<file path="src/rtl/l2_cache_controller.sv">
`timescale 1ns/1ps
// l2_cache_controller: sequences lookup, bus traffic and write-back of one set per command; STATS_EN adds counters.
// Latency: 4 cycles from accept to cmd_done for a hit with no bus work; clear takes 2^indexBits+1.
// Backpressure: one command in flight (cmd_ready low until cmd_done); bus states stall until bus_ack.
module l2_cache_controller #(
  parameter int indexBits = 14,
  parameter int tagBits   = 12,
  parameter int ways      = 8
) (
  input  logic                          clock,
  input  logic                          reset_n,
  input  logic                          cmd_valid,
  output logic                          cmd_ready,
  input  logic [3:0]                    command,
  input  logic [tagBits+indexBits-1:0]  address,
  output logic                          cmd_done,
  output logic                          hit,
  output logic                          ds_rd_en,
  output logic [indexBits-1:0]          ds_index,
  input  logic [ways*tagBits-1:0]       ds_tags,
  input  logic [ways*2-1:0]             ds_mesi,
  input  logic [ways-2:0]               ds_plru,
  output logic                          ds_wr_en,
  output logic [$clog2(ways)-1:0]       ds_wr_way,
  output logic [tagBits-1:0]            ds_wr_tag,
  output logic [1:0]                    ds_wr_mesi,
  output logic [ways-2:0]               ds_wr_plru,
  output logic                          ds_clr_en,
  output logic                          bus_req,
  output logic [2:0]                    bus_op,
  output logic [tagBits+indexBits-1:0]  bus_addr,
  input  logic                          bus_ack,
  input  logic [1:0]                    bus_snoop,
  output logic                          snoop_resp_valid,
  output logic [1:0]                    snoop_resp
`ifdef STATS_EN
  ,
  output logic [31:0]                   stat_reads,
  output logic [31:0]                   stat_writes,
  output logic [31:0]                   stat_hits,
  output logic [31:0]                   stat_misses
`endif
);

  localparam int WW = $clog2(ways);
  localparam int AW = tagBits + indexBits;

  localparam logic [1:0] MESI_I = 2'd0, MESI_S = 2'd1, MESI_E = 2'd2, MESI_M = 2'd3;
  localparam logic [2:0] OP_READ = 3'd1, OP_WRITE = 3'd2, OP_INV = 3'd3, OP_RWIM = 3'd4;
  localparam logic [1:0] RESP_NOHIT = 2'd0, RESP_HIT = 2'd1, RESP_HITM = 2'd2;

  typedef enum logic [2:0] {
    st_idle, st_lookup, st_compare, st_wb, st_bus, st_update, st_clear, st_done
  } state_t;

  state_t state, nxt;

  logic [3:0]           cmd_q;
  logic [AW-1:0]        addr_q;
  logic [WW-1:0]        way_q;
  logic [1:0]           mesi_q;
  logic [ways-2:0]      plru_q;
  logic [tagBits-1:0]   wbtag_q;
  logic [2:0]           op_q;
  logic                 wb_bus_q;
  logic                 hit_q;
  logic                 gap_q;
  logic [indexBits-1:0] clr_idx_q;

  logic [tagBits-1:0]   addr_tag;
  logic [indexBits-1:0] addr_idx;
  logic                 bus_live;
  logic                 is_l1;

  assign addr_tag = addr_q[AW-1 -: tagBits];
  assign addr_idx = addr_q[indexBits-1:0];
  assign is_l1    = (cmd_q <= 4'd2);
  // gap_q forces one idle bus cycle between a writeback ack and the follow-on request
  assign bus_live = ((state == st_wb) || (state == st_bus)) && !gap_q;

  function automatic logic [WW-1:0] plru_victim(input logic [ways-2:0] p);
    logic [WW-1:0] node;
    logic [WW-1:0] v;
    node = '0;
    v    = '0;
    for (int l = 0; l < WW; l++) begin
      v[WW-1-l] = p[node];
      node = WW'(2 * int'(node) + 1 + int'(p[node]));
    end
    return v;
  endfunction

  function automatic logic [ways-2:0] plru_touch(input logic [ways-2:0] p, input logic [WW-1:0] w);
    logic [ways-2:0] r;
    logic [WW-1:0]   node;
    r    = p;
    node = '0;
    for (int l = 0; l < WW; l++) begin
      r[node] = ~w[WW-1-l];
      node = WW'(2 * int'(node) + 1 + int'(w[WW-1-l]));
    end
    return r;
  endfunction

  // Set lookup: lowest matching valid way, lowest invalid way, victim selection
  logic               lk_hit, lk_inv;
  logic [WW-1:0]      lk_hit_way, lk_inv_way, vic;
  logic [1:0]         hit_mesi, vic_mesi;
  logic [tagBits-1:0] vic_tag;

  always_comb begin
    lk_hit     = 1'b0;
    lk_inv     = 1'b0;
    lk_hit_way = '0;
    lk_inv_way = '0;
    for (int w = ways-1; w >= 0; w--) begin
      if (ds_mesi[2*w +: 2] != MESI_I && ds_tags[w*tagBits +: tagBits] == addr_tag) begin
        lk_hit     = 1'b1;
        lk_hit_way = WW'(w);
      end
      if (ds_mesi[2*w +: 2] == MESI_I) begin
        lk_inv     = 1'b1;
        lk_inv_way = WW'(w);
      end
    end
    vic      = lk_inv ? lk_inv_way : plru_victim(ds_plru);
    hit_mesi = MESI_I;
    vic_mesi = MESI_I;
    vic_tag  = '0;
    for (int w = 0; w < ways; w++) begin
      if (WW'(w) == lk_hit_way) hit_mesi = ds_mesi[2*w +: 2];
      if (WW'(w) == vic) begin
        vic_mesi = ds_mesi[2*w +: 2];
        vic_tag  = ds_tags[w*tagBits +: tagBits];
      end
    end
  end

  state_t             pl_nxt;
  logic [WW-1:0]      pl_way;
  logic [1:0]         pl_mesi, pl_resp;
  logic [ways-2:0]    pl_plru;
  logic [tagBits-1:0] pl_wbtag;
  logic [2:0]         pl_op;
  logic               pl_wb_bus;

  always_comb begin
    pl_nxt    = st_done;
    pl_way    = lk_hit ? lk_hit_way : vic;
    pl_mesi   = hit_mesi;
    pl_resp   = RESP_NOHIT;
    pl_plru   = is_l1 ? plru_touch(ds_plru, pl_way) : ds_plru;
    pl_wbtag  = lk_hit ? addr_tag : vic_tag;
    pl_op     = OP_READ;
    pl_wb_bus = 1'b0;
    case (cmd_q)
      4'd0, 4'd2: begin
        if (lk_hit) pl_nxt = st_update;
        else begin
          pl_mesi   = MESI_E;
          pl_wb_bus = 1'b1;
          pl_nxt    = (vic_mesi == MESI_M) ? st_wb : st_bus;
        end
      end
      4'd1: begin
        pl_mesi = MESI_M;
        if (lk_hit) begin
          pl_op  = OP_INV;
          pl_nxt = (hit_mesi == MESI_S) ? st_bus : st_update;
        end else begin
          pl_op     = OP_RWIM;
          pl_wb_bus = 1'b1;
          pl_nxt    = (vic_mesi == MESI_M) ? st_wb : st_bus;
        end
      end
      4'd3: if (lk_hit) begin
        pl_resp = RESP_HIT;
        pl_mesi = MESI_I;
        pl_nxt  = st_update;
      end
      4'd4, 4'd6: if (lk_hit) begin
        pl_resp = (hit_mesi == MESI_M) ? RESP_HITM : RESP_HIT;
        pl_mesi = (cmd_q == 4'd4) ? MESI_S : MESI_I;
        pl_nxt  = (hit_mesi == MESI_M) ? st_wb : st_update;
      end
      default: pl_nxt = st_done;
    endcase
  end

  always_ff @(posedge clock) begin
    if (!reset_n) state <= st_idle;
    else          state <= nxt;
  end

  always_comb begin
    nxt = state;
    case (state)
      st_idle: if (cmd_valid) begin
        if (command == 4'd8)      nxt = st_clear;
        else if (command <= 4'd6) nxt = st_lookup;
        else                      nxt = st_done;
      end
      st_lookup:  nxt = st_compare;
      st_compare: nxt = pl_nxt;
      st_wb:      if (bus_live && bus_ack) nxt = wb_bus_q ? st_bus : st_update;
      st_bus:     if (bus_live && bus_ack) nxt = st_update;
      st_update:  nxt = st_done;
      st_clear:   if (clr_idx_q == '1) nxt = st_done;
      st_done:    nxt = st_idle;
      default:    nxt = st_idle;
    endcase
  end

  always_comb begin
    cmd_ready        = (state == st_idle);
    cmd_done         = (state == st_done);
    hit              = (state == st_done) && hit_q;
    ds_rd_en         = (state == st_lookup);
    ds_clr_en        = (state == st_clear);
    ds_index         = (state == st_clear) ? clr_idx_q : (state == st_idle) ? '0 : addr_idx;
    ds_wr_en         = (state == st_update);
    ds_wr_way        = ds_wr_en ? way_q   : '0;
    ds_wr_tag        = ds_wr_en ? addr_tag : '0;
    ds_wr_mesi       = ds_wr_en ? mesi_q  : MESI_I;
    ds_wr_plru       = ds_wr_en ? plru_q  : '0;
    bus_req          = bus_live;
    bus_op           = 3'd0;
    bus_addr         = '0;
    if (bus_live) begin
      bus_op   = (state == st_wb) ? OP_WRITE : op_q;
      bus_addr = (state == st_wb) ? {wbtag_q, addr_idx} : addr_q;
    end
    snoop_resp_valid = (state == st_compare) && (cmd_q >= 4'd3) && (cmd_q <= 4'd6);
    snoop_resp       = snoop_resp_valid ? pl_resp : RESP_NOHIT;
  end

  always_ff @(posedge clock) begin
    if (!reset_n) begin
      cmd_q     <= '0;
      addr_q    <= '0;
      way_q     <= '0;
      mesi_q    <= MESI_I;
      plru_q    <= '0;
      wbtag_q   <= '0;
      op_q      <= OP_READ;
      wb_bus_q  <= 1'b0;
      hit_q     <= 1'b0;
      gap_q     <= 1'b0;
      clr_idx_q <= '0;
    end else begin
      gap_q <= (state == st_wb) && bus_live && bus_ack;
      if (state == st_idle && cmd_valid) begin
        cmd_q     <= command;
        addr_q    <= address;
        hit_q     <= 1'b0;
        clr_idx_q <= '0;
      end
      if (state == st_compare) begin
        way_q    <= pl_way;
        mesi_q   <= pl_mesi;
        plru_q   <= pl_plru;
        wbtag_q  <= pl_wbtag;
        op_q     <= pl_op;
        wb_bus_q <= pl_wb_bus;
        hit_q    <= lk_hit;
      end
      // fill state depends on whether another cache reported the line
      if (state == st_bus && bus_live && bus_ack && op_q == OP_READ)
        mesi_q <= (bus_snoop == RESP_HIT || bus_snoop == RESP_HITM) ? MESI_S : MESI_E;
      if (state == st_clear) clr_idx_q <= clr_idx_q + 1'b1;
    end
  end

`ifdef STATS_EN
  function automatic logic [31:0] sat_inc(input logic [31:0] v);
    return (v == '1) ? v : v + 32'd1;
  endfunction

  always_ff @(posedge clock) begin
    if (!reset_n || (state == st_done && cmd_q == 4'd8)) begin
      stat_reads  <= '0;
      stat_writes <= '0;
      stat_hits   <= '0;
      stat_misses <= '0;
    end else if (state == st_done && is_l1) begin
      if (cmd_q == 4'd1) stat_writes <= sat_inc(stat_writes);
      else               stat_reads  <= sat_inc(stat_reads);
      if (hit_q)         stat_hits   <= sat_inc(stat_hits);
      else               stat_misses <= sat_inc(stat_misses);
    end
  end
`endif

endmodule

</file>
<file path="config.mk">
export PLATFORM = sky130hd
export DESIGN_NAME = l2_cache_controller
export DESIGN_NICKNAME = d
export VERILOG_FILES = /design/src/rtl/l2_cache_controller.sv
export SDC_FILE = /design/constraint.sdc
export NUM_CORES = 1
export LEC_CHECK = 0
export CAP_MARGIN = 20
export CORE_MARGIN = 10
export CORE_UTILIZATION = 39
export CTS_BUF_LIST = sky130_fd_sc_hd__clkbuf_4 sky130_fd_sc_hd__clkbuf_8
export CTS_CLUSTER_SIZE = 30
export DETAILED_ROUTE_END_ITERATION = 6
export GPL_ROUTABILITY_DRIVEN = 0
export PLACE_DENSITY_LB_ADDON = 0.05
export SLEW_MARGIN = 0
export SYNTH_ARGS = -nofsm -noshare
export SYNTH_HDL_FRONTEND = slang
export SYNTH_SLANG_ARGS = --single-unit
</file>
<file path="constraint.sdc">
create_clock -name clock -period 3.6 [get_ports clock]
set_input_delay 0.36 -clock clock [delete_from_list [all_inputs] [get_ports clock]]
set_output_delay 0.36 -clock clock [all_outputs]
set_load 0.05 [all_outputs]
</file>
Word level (Yosys, flattened, before mapping)
Cells that the tools add are included.
Word-level totals
  register bits: 77
  input bits: 155
  output and inout port bits: 77
  word-level logic and storage cells: 246
Cells by class
  $add $sub $neg: 7
  order comparisons: 10
  equality and inequality tests: 46
  mux-type cells: 117
  bitwise operators: 3
  reductions and logical operators: 51
Operator list (count)
  two-way mux 12 bit: 10
  two-way mux 3 bit: 34
  == test 12 bit: 8
  two-way mux 14 bit: 4
  two-way mux 2 bit: 27
  two-way mux 26 bit: 2
  two-way mux 1 bit: 28
  == test 3 bit, first input constant: 8
  one-hot mux 3 bit (8 select lines): 1
  nonzero test 2 bit: 11
  logical AND 1 bit: 21
  logical NOT 2 bit: 8
  adder 14 x 1 -> 14 bit, second input constant: 1
  bitwise mux 7 bit: 2
  == test 14 bit, second input constant: 1
  two-way mux 7 bit: 2
  == test 2 x 3 -> 1 bit, first input constant: 4
  == test 3 bit, second input constant: 4
  one-hot mux 3 bit (4 select lines): 1
  logical NOT 3 bit: 3
  == test 4 x 2 -> 1 bit, second input constant: 2
  == test 4 x 3 -> 1 bit, second input constant: 2
  less-or-equal comparator 4 x 3 -> 1 bit, second input constant: 2
  less-than comparator 2 x 4 -> 1 bit, second input constant: 2
  other kinds (28): 46

Logic depth before layout (Yosys ltp)
  depth after elaboration: 24
  depth in mapped cells: 13
  mapped depth without buffers: 12

Worst setup path before layout
Ideal clock, no wire load.
  path kind: register -> output
  start: register addr_q[14]
  end: output snoop_resp[0]
  arrival time: 3.442 ns
  data required time: 3.240 ns
  path slack: -0.202 ns
  cell stages (with the launch flop): 13
  buffers on the path: 1
  cells stage by stage: dfxtp_1 buf_6 xor2_1 nor4_1 nand4_1 or4_1 o21ai_2 a22oi_2 a311oi_2 a22oi_2 o22ai_4 a21oi_2 nor4b_2
Between the ends
  word-level cells in the longest chain between the ends: 24
  elaborated cells on any way between the ends: 54
  classes of those cells: 16 x eq/ne; 29 x mux; 9 x reduce/logical
Ends and longest elaborated chain
  from (decl): line 59  | logic [AW-1:0] addr_q;
  from (signal assigned): line 254  | addr_q <= address;
  == test 12 bit: line 117  | if (ds_mesi[2*w +: 2] != MESI_I && ds_tags[w*tagBits +: tagBits] == addr_tag) begin
  logical AND 1 bit: line 117
  two-way mux 3 bit (8 in series): line 117
  logical NOT 3 bit: line 131  | if (WW'(w) == lk_hit_way) hit_mesi = ds_mesi[2*w +: 2];
  two-way mux 2 bit (8 in series): line 131
  == test 2 bit: line 182  | pl_resp = (hit_mesi == MESI_M) ? RESP_HITM : RESP_HIT;
  two-way mux 2 bit: line 182
  two-way mux 2 bit: line 181  | 4'd4, 4'd6: if (lk_hit) begin
  one-hot mux 2 bit (2 select lines) *: line 156  | case (cmd_q)
  two-way mux 2 bit *: line 234  | snoop_resp = snoop_resp_valid ? pl_resp : RESP_NOHIT;
  to (decl): line 35  | output logic [1:0] snoop_resp
Mark *: on every way between the ends. The rest lies on a longest branch, timed or not.

Worst setup path in the final report
Same ends and word-level chain as after synthesis.

==> summary.md <==
| Metric | Value |
|---|---|
| Worst path bufs/invs | 1 |
| Fmax | 258.3 MHz |
| Synth Instances | between 900 and 1000 |
| Syn Nets | 1126 |
| Pre-antenna DRT Iters | 6 |
| P&R area growth vs syn | 50.31% |
| EDFF count, synth | 0 |
| Vias per inst | between 5 and 6 |
| Crit-path max cell delay | about 0.50 ns |
| Clock sink total | 77 |
| DRC viols | 0 |
| Placed Cells | about 1500 |
| DR WL met2 | 13720 µm |
| Largest family of logic cells by synthesized area | simple AND/OR/NAND/NOR gates |
| Max VDD drop | approximately 0.00044 V |
| DR top layer | met5 |
| Syn_area_per_cell | between 6 and 7 µm² |
| CTS tree | yes |
| Rows | 47 |
| CP Capture Type | primary output |
| Port buffer count | ~230 |
| Synth Area in XOR/XNOR | a little over an eighth |
| Detailed Place HPWL | 24380 µm |
| Violated checks | setup timing |
| Ys async rst share | 0% |
| Via count | just over 8000 |
| Later-pin clock latency in the skew report | 0.37 ns |
| CP Cell Sequence | xor2_1 -> nor4_2 -> nand4_1 -> or4_4 -> and3_4 -> a22oi_2 -> nand3_1 -> a32oi_2 -> o22ai_4 -> a21oi_2 -> nor4b_4 -> buf_12 |
| Crit path kind | reg2out |
| 1st-iter DRT viols | roughly 670 |
| Post-synthesis mux area share | roughly 2.1% |
| Ys Warns | 0 |
| Largest net degree at the start of global routing | 41 |
| Crit path time final | between 3 and 4 ns |
| Clk slew on worst S/H paths | 0.09 ns |
| Worst Path Max Fanout | 6 |
| Met1 WL | around 13000 µm |
| Count of pins over their slew limit | 0 |
| Global route total overflow | 0 |
| Synth Flop Type | dfxtp_1 |
| Metal3 WL | 2879 µm |
| Global-route wire length before repair | ~45000 µm |
| Max-Cap Viols | 0 |
| Clock Path Buffers | 2 |
| Startpoint Class | flip-flop |
| CP max stage cell | or4_4 |
| Clk Tree Root Cell | clkbuf_8 |
| Nets | between 1000 and 1500 |
| Post-synthesis sequential area ratio | 23.38% |
| Synth Area in Simple Gates | a little over 30% |
| Adder-cell share of the synthesized area | less than 1% |
| Max_slew headroom | between 40% and 50% |
| Initial Utilization | roughly 40% |
| Netlist cell types | 74 |
| Remaining antenna violation count | 0 |
| Synthesized flop and latch total | between 70 and 80 |
| CTS Buf Count | 9 |
| Cell family with most CP delay | simple AND/OR/NAND/NOR gates |
| IO Pins | 232 |
| Worst slew pin tran | 0.8219 ns |
| Fill cells | about 1600 |
| CTS Hold Bufs | 0 |
| Status | finished with violations |
| Core area | ~0.017 mm² |
| Pleak | roughly 3.8 nW |
| Mapped cell area | between 0.006 and 0.007 mm² |
| Synth Area in Compound Gates | 25.91% |
| HP Class | reg2reg |
| Initial antenna violation count | 9 |
| Critical path arrival | between 3 and 4 ns |
| Vias in the first global route | 7909 |
| Setup violators final | 2 |
| Non-filler cells, final | about 1500 |
| Total track usage | between 20% and 30% |
| Period utilization | 107.5% |
| Worst Skew | 0.01833 ns |
| RSZ-0062 raised after global routing | true |
| Final WL | 30120 µm |
| Fin Hold WS | about 0.46 ns |
| Worst EP required | between 3 and 4 ns |
| Power Density | 441.5 mW/mm² |
| Final hold vios | 0 |
| WL/cell | about 20 µm |
| Layout cells sized above 1 | between 10 and 15% |
| Die height | ~150 µm |
| Die width | 150.0 µm |
| Final worst slack | -0.2707 ns |
| Die area | 0.02250 mm² |
| H-tree Lvls | 3 |
[tightest hold or removal path, cell delays in order, from the launching register on]
cell	delay (ns)
dfxtp_1	0.32
nand2_1	0.05
a21oi_1	0.05
[cell type report]
class	instances	area (µm²)	area share (%)
Inverter	9	33.78	0.3409
Tap cell	220	275.3	2.778
Sequential cell	77	1560	15.74
Timing Repair Buffer	325	3030	30.58
Clock inverter	6	40.04	0.4040
Clock buffer	9	123.9	1.250
Multi-Input combinational cell	821	4826	48.70
Antenna cell	8	20.02	0.2020
[timing repair]
| action | in CTS | in global routing |
|---|---|---|
| setup endpoints to repair | 2 | 16 |
| cloned | 0 | 0 |
| buffers inserted | 0 | 1 |
| endpoints found under the hold margin | 0 | 0 |
| pin swaps | 5 | 4 |
| gates resized for setup | 21 | 2 |
[state kept, by name, indices dropped and copies added, names as in the netlist]
| signal | cells |
|---|---|
| clr_idx_q | 14 |
| plru_q | 7 |
| state | 3 |
| wb_bus_q | 1 |
| addr_q | 26 |
| wbtag_q | 12 |
| hit_q | 1 |
| mesi_q | 2 |
| way_q | 3 |
| op_q | 3 |
| gap_q | 1 |
| cmd_q | 4 |
[where the power goes]
part	internal (W)	switching, W	leakage [nW]
registers	0.00102	0.000195	0.632
logic	0.000987	0.00158	3.06
clock network	0.000246	0.000345	0.0853
[synth_stat cells (6+ instances only)]
library cell / number / area, µm²
nand2_1: 203 / 762.0
dfxtp_1: 77 / 1541
o22ai_1: 9 / 56.30
and2_1: 45 / 281.5
buf_1: 6 / 22.52
o211ai_1: 7 / 52.55
a211oi_1: 9 / 67.56
nor4_1: 12 / 75.07
o221ai_1: 9 / 78.83
nand2b_1: 6 / 37.54
a21o_1: 7 / 52.55
xnor2_1: 50 / 437.9
a31oi_1: 8 / 50.05
buf_2: 14 / 70.07
xor2_1: 48 / 420.4
mux2i_1: 13 / 130.1
nand3_1: 15 / 75.07
nor2_1: 72 / 270.3
a22oi_1: 10 / 75.07
clkbuf_1: 42 / 157.7
nor3_1: 14 / 70.07
inv_1: 7 / 26.28
o21ai_0: 49 / 245.2
and3_1: 14 / 87.58
nand4_1: 16 / 100.1
a21oi_1: 127 / 635.6
[final timing paths]
| check | start | slack (ns) | depth (start not counted) | endpoint |
|---|---|---|---|---|
| worst max-delay path | addr_q[14] | -0.27 | 12 | snoop_resp[0] |
| worst min-delay path | wb_bus_q | 0.46 | 2 | wb_bus_q |
| worst max register to register | addr_q[17] | 0.18 | 14 | wbtag_q[2] |
| worst min register to register | wb_bus_q | 0.46 | 2 | wb_bus_q |
[per-layer routing]
layer,GRT usage (%),vias up
li1,-,3968
met1,31.89,3808
met2,40.83,373
met3,7.609,55
met4,10.16,2
met5,0,-
[per-stage QoR]
step	worst slack, ns	area (µm²)	power (W)	util, %	setup TNS [ns]
after floorplan	-0.05700	6665	0.002803	-	-0.05700
after global placement	-0.3701	9676	0.003744	58.34	-0.7292
after detailed placement	-0.4213	9676	0.003759	58.34	-0.8879
after CTS	-0.2516	9878	0.004363	59.57	-0.4291
after global routing	-0.4271	9910	0.004655	59.76	-0.7833
final	-0.2707	9910	0.004375	59.76	-0.4733
[cell families (layout without fill, tap and decap cells)]
family / count (synthesis) / in the layout
compound gates: 277 / 277
xor+xnor: 98 / 98
fa+ha+maj: 2 / 2
buf+inv: 72 / 349
flops: 77 / 77
mux: 14 / 14
other cells: 0 / 8
simple gates: 430 / 430
[layout by cell type (no fill, tap or decap), types with 10 or more instances in the layout]
cell,synthesis,layout
clkdlybuf4s50_1,0,206
nand2_1,203,203
a21oi_1,127,126
buf_4,0,107
nor2_1,72,71
dfxtp_1,77,66
xnor2_1,50,50
o21ai_0,49,49
xor2_1,48,47
and2_1,45,42
nand4_1,16,16
nand3_1,15,15
and3_1,14,14
nor3_1,14,13
mux2i_1,13,13
nor4_1,12,11
a22oi_1,10,10
(Power assumes the default switching activity.)
